### config.mk
export PLATFORM = sky130hd
export DESIGN_NAME = bist_controller_flat
export DESIGN_NICKNAME = d
export VERILOG_FILES = /design/src/rtl/bist_controller_if.sv /design/src/rtl/bist_controller.sv /design/src/flat_wrapper.sv
export SDC_FILE = /design/constraint.sdc
export NUM_CORES = 1
export LEC_CHECK = 0
export CORE_UTILIZATION = 56
export DETAILED_ROUTE_END_ITERATION = 16
export DONT_BUFFER_PORTS = 1
export PLACE_DENSITY = 0.8
export SLEW_MARGIN = 25
export SYNTH_ARGS = -nofsm -noshare
export SYNTH_HDL_FRONTEND = slang
export SYNTH_SLANG_ARGS = --single-unit
export TNS_END_PERCENT = 100
### constraint.sdc
create_clock -name clk -period 1.7 [get_ports clk]
set_input_delay 0.085 -clock clk [delete_from_list [all_inputs] [get_ports clk]]
set_output_delay 0.085 -clock clk [all_outputs]
set_load 0.02 [all_outputs]
### src/rtl/bist_controller_if.sv
// Port bundle between the test-access/config side (master) and bist_controller (slave).
// irq/irq_clr exist only when BIST_DONE_IRQ_EN is defined.
interface bist_controller_if #(
  parameter int CNT_W = 8,
  parameter int SIG_W = 8
);
  logic             start;
  logic             abort;
  logic [SIG_W-1:0] seed;
  logic [SIG_W-1:0] misr_init;
  logic [CNT_W-1:0] num_patterns;
  logic [SIG_W-1:0] golden_sig;
  logic [SIG_W-1:0] signature_in;
  logic [SIG_W-1:0] load_seed;
  logic [SIG_W-1:0] load_val;
  logic             load_en;
  logic             busy;
  logic             done;
  logic             pass;
  logic             fail;
  logic [SIG_W-1:0] sig_captured;
`ifdef BIST_DONE_IRQ_EN
  logic             irq_clr;
  logic             irq;
`endif

  modport slave (
`ifdef BIST_DONE_IRQ_EN
    input  irq_clr,
    output irq,
`endif
    input  start, abort, seed, misr_init, num_patterns, golden_sig, signature_in,
    output load_seed, load_val, load_en, busy, done, pass, fail, sig_captured
  );

  modport master (
`ifdef BIST_DONE_IRQ_EN
    output irq_clr,
    input  irq,
`endif
    output start, abort, seed, misr_init, num_patterns, golden_sig, signature_in,
    input  load_seed, load_val, load_en, busy, done, pass, fail, sig_captured
  );
endinterface

### src/rtl/bist_controller.sv
// Moore sequencer for the LFSR/MISR BIST datapath: load, run N patterns, check signature.
// Optional done interrupt (irq/irq_clr) enabled by defining BIST_DONE_IRQ_EN.
module bist_controller #(
  parameter int CNT_W = 8,
  parameter int SIG_W = 8
) (
  input logic              clk,
  input logic              rst_n,
  bist_controller_if.slave bus
);

  typedef enum logic [2:0] {
    IDLE  = 3'd0,
    LOAD  = 3'd1,
    RUN   = 3'd2,
    CHECK = 3'd3,
    DONE  = 3'd4
  } state_t;

  state_t           state_r;
  state_t           state_next_s;
  logic             accept_s;
  logic             capture_s;
  logic [CNT_W-1:0] cnt_r;
  logic [SIG_W-1:0] seed_r;
  logic [SIG_W-1:0] init_r;
  logic [SIG_W-1:0] golden_r;
  logic [SIG_W-1:0] sig_cap_r;
  logic             pass_r;
  logic             fail_r;

  // State register.
  always_ff @(posedge clk or negedge rst_n) begin
    if (!rst_n) begin
      state_r <= IDLE;
    end else begin
      state_r <= state_next_s;
    end
  end

  // Next-state decode plus accept/capture strobes; abort outranks every other event.
  always_comb begin
    state_next_s = state_r;
    accept_s     = 1'b0;
    capture_s    = 1'b0;
    case (state_r)
      IDLE: begin
        if (bus.start && !bus.abort) begin
          state_next_s = LOAD;
          accept_s     = 1'b1;
        end else begin
          state_next_s = IDLE;
        end
      end
      LOAD: begin
        if (bus.abort) begin
          state_next_s = IDLE;
        end else if (cnt_r != '0) begin
          state_next_s = RUN;
        end else begin
          state_next_s = CHECK;
        end
      end
      RUN: begin
        if (bus.abort) begin
          state_next_s = IDLE;
        end else if (cnt_r == CNT_W'(1)) begin
          state_next_s = CHECK;
        end else begin
          state_next_s = RUN;
        end
      end
      CHECK: begin
        if (bus.abort) begin
          state_next_s = IDLE;
        end else begin
          state_next_s = DONE;
          capture_s    = 1'b1;
        end
      end
      DONE: begin
        state_next_s = IDLE;
      end
      default: begin
        state_next_s = IDLE;
      end
    endcase
  end

  // Run configuration, pattern counter and sticky result registers.
  always_ff @(posedge clk or negedge rst_n) begin
    if (!rst_n) begin
      cnt_r     <= '0;
      seed_r    <= '0;
      init_r    <= '0;
      golden_r  <= '0;
      sig_cap_r <= '0;
      pass_r    <= 1'b0;
      fail_r    <= 1'b0;
    end else if (accept_s) begin
      cnt_r    <= bus.num_patterns;
      seed_r   <= bus.seed;
      init_r   <= bus.misr_init;
      golden_r <= bus.golden_sig;
      pass_r   <= 1'b0;
      fail_r   <= 1'b0;
    end else if (capture_s) begin
      sig_cap_r <= bus.signature_in;
      pass_r    <= (bus.signature_in == golden_r);
      fail_r    <= (bus.signature_in != golden_r);
    end else if (state_r == RUN) begin
      cnt_r <= cnt_r - CNT_W'(1);
    end
  end

  // Status decodes straight from the state register so reset clears them asynchronously.
  assign bus.load_en      = (state_r == LOAD);
  assign bus.busy         = (state_r == LOAD) || (state_r == RUN) || (state_r == CHECK);
  assign bus.done         = (state_r == DONE);
  assign bus.pass         = pass_r;
  assign bus.fail         = fail_r;
  assign bus.load_seed    = seed_r;
  assign bus.load_val     = init_r;
  assign bus.sig_captured = sig_cap_r;

`ifdef BIST_DONE_IRQ_EN
  logic irq_r;

  // Done interrupt: set leaving DONE (set beats clear), held until irq_clr.
  always_ff @(posedge clk or negedge rst_n) begin
    if (!rst_n) begin
      irq_r <= 1'b0;
    end else if (state_r == DONE) begin
      irq_r <= 1'b1;
    end else if (bus.irq_clr) begin
      irq_r <= 1'b0;
    end
  end

  assign bus.irq = irq_r;
`endif

endmodule

### src/flat_wrapper.sv
// flat-port wrapper written by rule: the top's interface ports become plain ports
module bist_controller_flat 
#(
  parameter int CNT_W = 8,
  parameter int SIG_W = 8
)
  (clk, rst_n, bus_start, bus_abort, bus_seed, bus_misr_init, bus_num_patterns, bus_golden_sig, bus_signature_in, bus_load_seed, bus_load_val, bus_load_en, bus_busy, bus_done, bus_pass, bus_fail, bus_sig_captured);
  bist_controller_if #(.CNT_W(CNT_W), .SIG_W(SIG_W)) bus_i ();
  input logic clk;
  input logic rst_n;
  input wire logic [$bits(bus_i.start)-1:0] bus_start;
  input wire logic [$bits(bus_i.abort)-1:0] bus_abort;
  input wire logic [$bits(bus_i.seed)-1:0] bus_seed;
  input wire logic [$bits(bus_i.misr_init)-1:0] bus_misr_init;
  input wire logic [$bits(bus_i.num_patterns)-1:0] bus_num_patterns;
  input wire logic [$bits(bus_i.golden_sig)-1:0] bus_golden_sig;
  input wire logic [$bits(bus_i.signature_in)-1:0] bus_signature_in;
  output wire logic [$bits(bus_i.load_seed)-1:0] bus_load_seed;
  output wire logic [$bits(bus_i.load_val)-1:0] bus_load_val;
  output wire logic [$bits(bus_i.load_en)-1:0] bus_load_en;
  output wire logic [$bits(bus_i.busy)-1:0] bus_busy;
  output wire logic [$bits(bus_i.done)-1:0] bus_done;
  output wire logic [$bits(bus_i.pass)-1:0] bus_pass;
  output wire logic [$bits(bus_i.fail)-1:0] bus_fail;
  output wire logic [$bits(bus_i.sig_captured)-1:0] bus_sig_captured;
  assign bus_i.start = bus_start;
  assign bus_i.abort = bus_abort;
  assign bus_i.seed = bus_seed;
  assign bus_i.misr_init = bus_misr_init;
  assign bus_i.num_patterns = bus_num_patterns;
  assign bus_i.golden_sig = bus_golden_sig;
  assign bus_i.signature_in = bus_signature_in;
  assign bus_load_seed = bus_i.load_seed;
  assign bus_load_val = bus_i.load_val;
  assign bus_load_en = bus_i.load_en;
  assign bus_busy = bus_i.busy;
  assign bus_done = bus_i.done;
  assign bus_pass = bus_i.pass;
  assign bus_fail = bus_i.fail;
  assign bus_sig_captured = bus_i.sig_captured;
  bist_controller #(.CNT_W(CNT_W), .SIG_W(SIG_W)) u_core (.clk(clk), .rst_n(rst_n), .bus(bus_i));
endmodule
==> run_results.csv <==
group,metric,value,unit
run_status,outcome,"finished clean",
drt,vias_per_cell,5.47,
placement,dp_hpwl,2950,µm
pwr,power.density,1180,mW/mm²
layout,nets,302,
timing,hold_viol,0,
drt,post_drt_wl_per_cell,16.6,µm
grt,grt_usage,27.9,%
drt,num_vias,1653,
layout,drive_gt1_share,13.3,%
min_path,min_from,"bus_start",
die,core-area,0.00342,mm²
flow_run,max_cap_viol_count,0,
placement,portBuffers,0,
die,initial_core_util,60.0,%
yosys,synth_commonest_cells,"nand2_1 (81), dfrtp_1 (45), xor2_1 (10), mux2_2 (8), nor2_1 (8)",
grt,grt_pass1_wl,8340,µm
yosys,yosysMostFrequentCell,"nand2_1",
timing,slew_viol_final,0,
yosys,ys_async_sr_fraction,100,%
timing,rsz0062_at_grt,"false",
cts,cts_max_level,2,
die,row_count,21,
die,chipHeight,62.5,µm
worst_setup_path,critPathArrivalTime,1.90,ns
placement,dp.cells,251,
yosys,synth_adder_area_share,1.83,%
layout,syn_to_final_growth,28.3,%
worst_setup_path,cp.required,1.96,ns
worst_setup_path,rr_startpoint,"u_core.cnt_r[3]",
yosys,synth_xor_area_share,5.98,%
yosys,ys.warnings.count,0,
grt,grt_pass1_vias,1778,
cts,cts_tree,"built",
yosys,synth-edff-count,0,
pwr,ir_drop,0.767,mV
grt,grt_antenna_before_repair,0,
yosys,synth.lib_cells_used.distinct,35,
yosys,synth_top_family_by_area,"simple AND/OR/NAND/NOR gates",
yosys,synth_nets,253,
worst_setup_path,crit_path_max_fanout,3,
layout,ff_latch_area,0.00113,mm²
yosys,synth_top_area_share,54.9,%
cts,clk_pin_slew,0.13,ns
timing,finalCritPeriodShare,96.2,%
timing,relSlewSlack,67.9,%
cts,clockBufferDepth,2,
worst_setup_path,worstReg2RegEnd,"u_core.cnt_r[7]",
drt,drc,0,
yosys,synthTopCellsByArea,"dfrtp_1 (55%), nand2_1 (15%), mux2_2 (4.4%)",
timing,setup-tns-final,0,ns
grt,grt_max_degree,46,
yosys,synth-compound-area-share,4.88,%
timing,finClkSkew,0.00738,ns
die,die_w,62.5,µm
timing,fin_crit,1.63,ns
worst_setup_path,critical_path_buf_inv_count,0,
drt,first_pass_iters,4,
grt,grt_overflow,0,
min_path,hp-class,"input port to flop",
yosys,syn_area,0.00205,mm²
min_path,whs_path_depth,3,
worst_setup_path,r2r_cells,4,
worst_setup_path,critical-path-max-stage-delay,0.58,ns
drt,wirelength,5010,µm
die,pin_count,73,
drt,postRouteAntennaNets,0,
layout,antenna_cells,0,
drt,drtIter0Drc,137,
cts,cts.sinks,45,
worst_setup_path,cpLargestDelayFamily,"simple AND/OR/NAND/NOR gates",
timing,setup_viol_count_final,0,
placement,routabilityCongestion,0.793,
worst_setup_path,slowest_stage,"or4_4",
yosys,synth-seq-cells,45,
layout,num-fill-cells,231,
yosys,muxShareOfSynthArea,4.88,%
timing,worstMarginPinSlew,0.481,ns
worst_setup_path,path_class,"flop to flop",
min_path,hold_path_end,"u_core.bus.pass",
yosys,synth-main-ff-cell,"dfrtp_1",
layout,final-instance-count-excl-fill,302,
yosys,synth-simple-area-share,23.9,%
yosys,syn_inst,206,
worst_setup_path,reg2reg_slack,0.07,ns
yosys,ys_seq_area_share,54.9,%
pwr,leakagePower,1.25,nW
yosys,avgSynthCellArea,9.95,µm²
cts,clock_latency,0.36,ns
cts,cts_root_buffer,"clkbuf_4",
worst_setup_path,crit_path_end_kind,"flop",
worst_setup_path,path_cells,"or4_4 -> nor4b_4 -> xnor2_1 -> o21ai_2",
layout,multi_input_area,853,µm²
timing,clock.fmax,612,MHz
die,dieArea,0.00391,mm²
yosys,yosys.area.top_type,"dfrtp_1",
cts,cts_buffers,5,
worst_setup_path,worstSetupStartpointType,"flop",
## timing repair
action	in CTS	in global routing
hold endpoints to repair	90	0
endpoints found under the setup margin	0	28
setup buffers	0	0
hold buffers	43	0
gates resized for setup	0	3
## area by class of cell
type | instances | share of cell area [%]
Sequential cell | 45 | 42.8
Multi-Input combinational cell | 147 | 32.4
Timing Repair Buffer | 53 | 20.0
Tap cell | 46 | 2.19
Clock buffer | 6 | 1.57
Clock inverter | 2 | 0.571
Inverter | 3 | 0.428
## state kept, by name, summed over array words and instances, names as in the netlist
name / cells
u_core.bus.load_seed: 8
u_core.bus.load_val: 8
u_core.bus.sig_captured: 8
u_core.cnt_r: 8
u_core.golden_r: 8
u_core.state_r: 3
u_core.bus.fail: 1
u_core.bus.pass: 1
## power by group
group	switching [mW]	leakage [nW]	internal, mW
Sequential	0.457	0.563	1.36
Clock	0.348	0.0245	0.162
Combinational	0.388	0.667	0.401
## stage by stage
stage / total power [mW] / hold slack, ns / worst slack, ns / utilization, % / cell area, µm²
after global placement: 2.43 / -0.210 / 0.118 / 62.1 / 2120
final: 3.11 / 0.0864 / 0.0651 / 77.0 / 2630
after floorplan: 2.29 / -0.211 / 0.146 / - / 2050
after global routing: 3.31 / 0.0780 / 0.0264 / 77.0 / 2630
after detailed placement: 2.48 / -0.210 / 0.0548 / 62.1 / 2120
after CTS: 3.09 / 0.0708 / 0.0437 / 76.8 / 2620
## cell families after synthesis
group                      count (synthesis)
and+or+nand+nor                          108
xor gates and xnor gates                  14
buffers and inverters                     14
adders and majority gates                  3
AOI/OAI and AO/OA                         13
muxes                                      9
DFF                                       45
## tightest hold or removal path, cell delays in order
cell and delay, ns:
nand2_1 0.05, a211o_1 0.15, a32o_1 0.12
## how the worst max path moves through the flow
stage	from	end	slack (ns)	cells after the start
after floorplan	u_core.state_r[2]	u_core.cnt_r[2]	0.15	5
after global placement	u_core.cnt_r[3]	u_core.cnt_r[7]	0.12	4
after detailed placement	u_core.state_r[2]	u_core.cnt_r[5]	0.05	4
after CTS	u_core.state_r[2]	u_core.cnt_r[4]	0.04	4
after global routing	u_core.cnt_r[3]	u_core.cnt_r[7]	0.03	4
final	u_core.cnt_r[3]	u_core.cnt_r[7]	0.07	4
## cells in the final DEF, fill, tap and decap left out, drive strengths merged, types with 2 or more instances in the layout
cell type    netlist  final
nor4               3      3
mux2               8      8
nor3               4      4
clkbuf             2      6
xor2              10     10
o21ai              6      6
nand3b             2      2
buf                9     11
dfrtp             45     45
nor3b              2      2
dlygate4sd3        0     42
nor2               8      8
nand3              2      2
inv                3      3
a221o              3      3
clkinvlp           0      2
nand2             81     81
xnor2              4      4
ha                 3      3
## per-layer routing
metal | vias up | track usage [%] | wire [µm]
met5 | - | 0 | 0
met4 | 0 | 14.2 | 159
met3 | 18 | 7.66 | 307
met2 | 69 | 49.2 | 2620
met1 | 804 | 30.4 | 1920
li1 | 762 | - | -
Power figures use the tool's default switching activity.
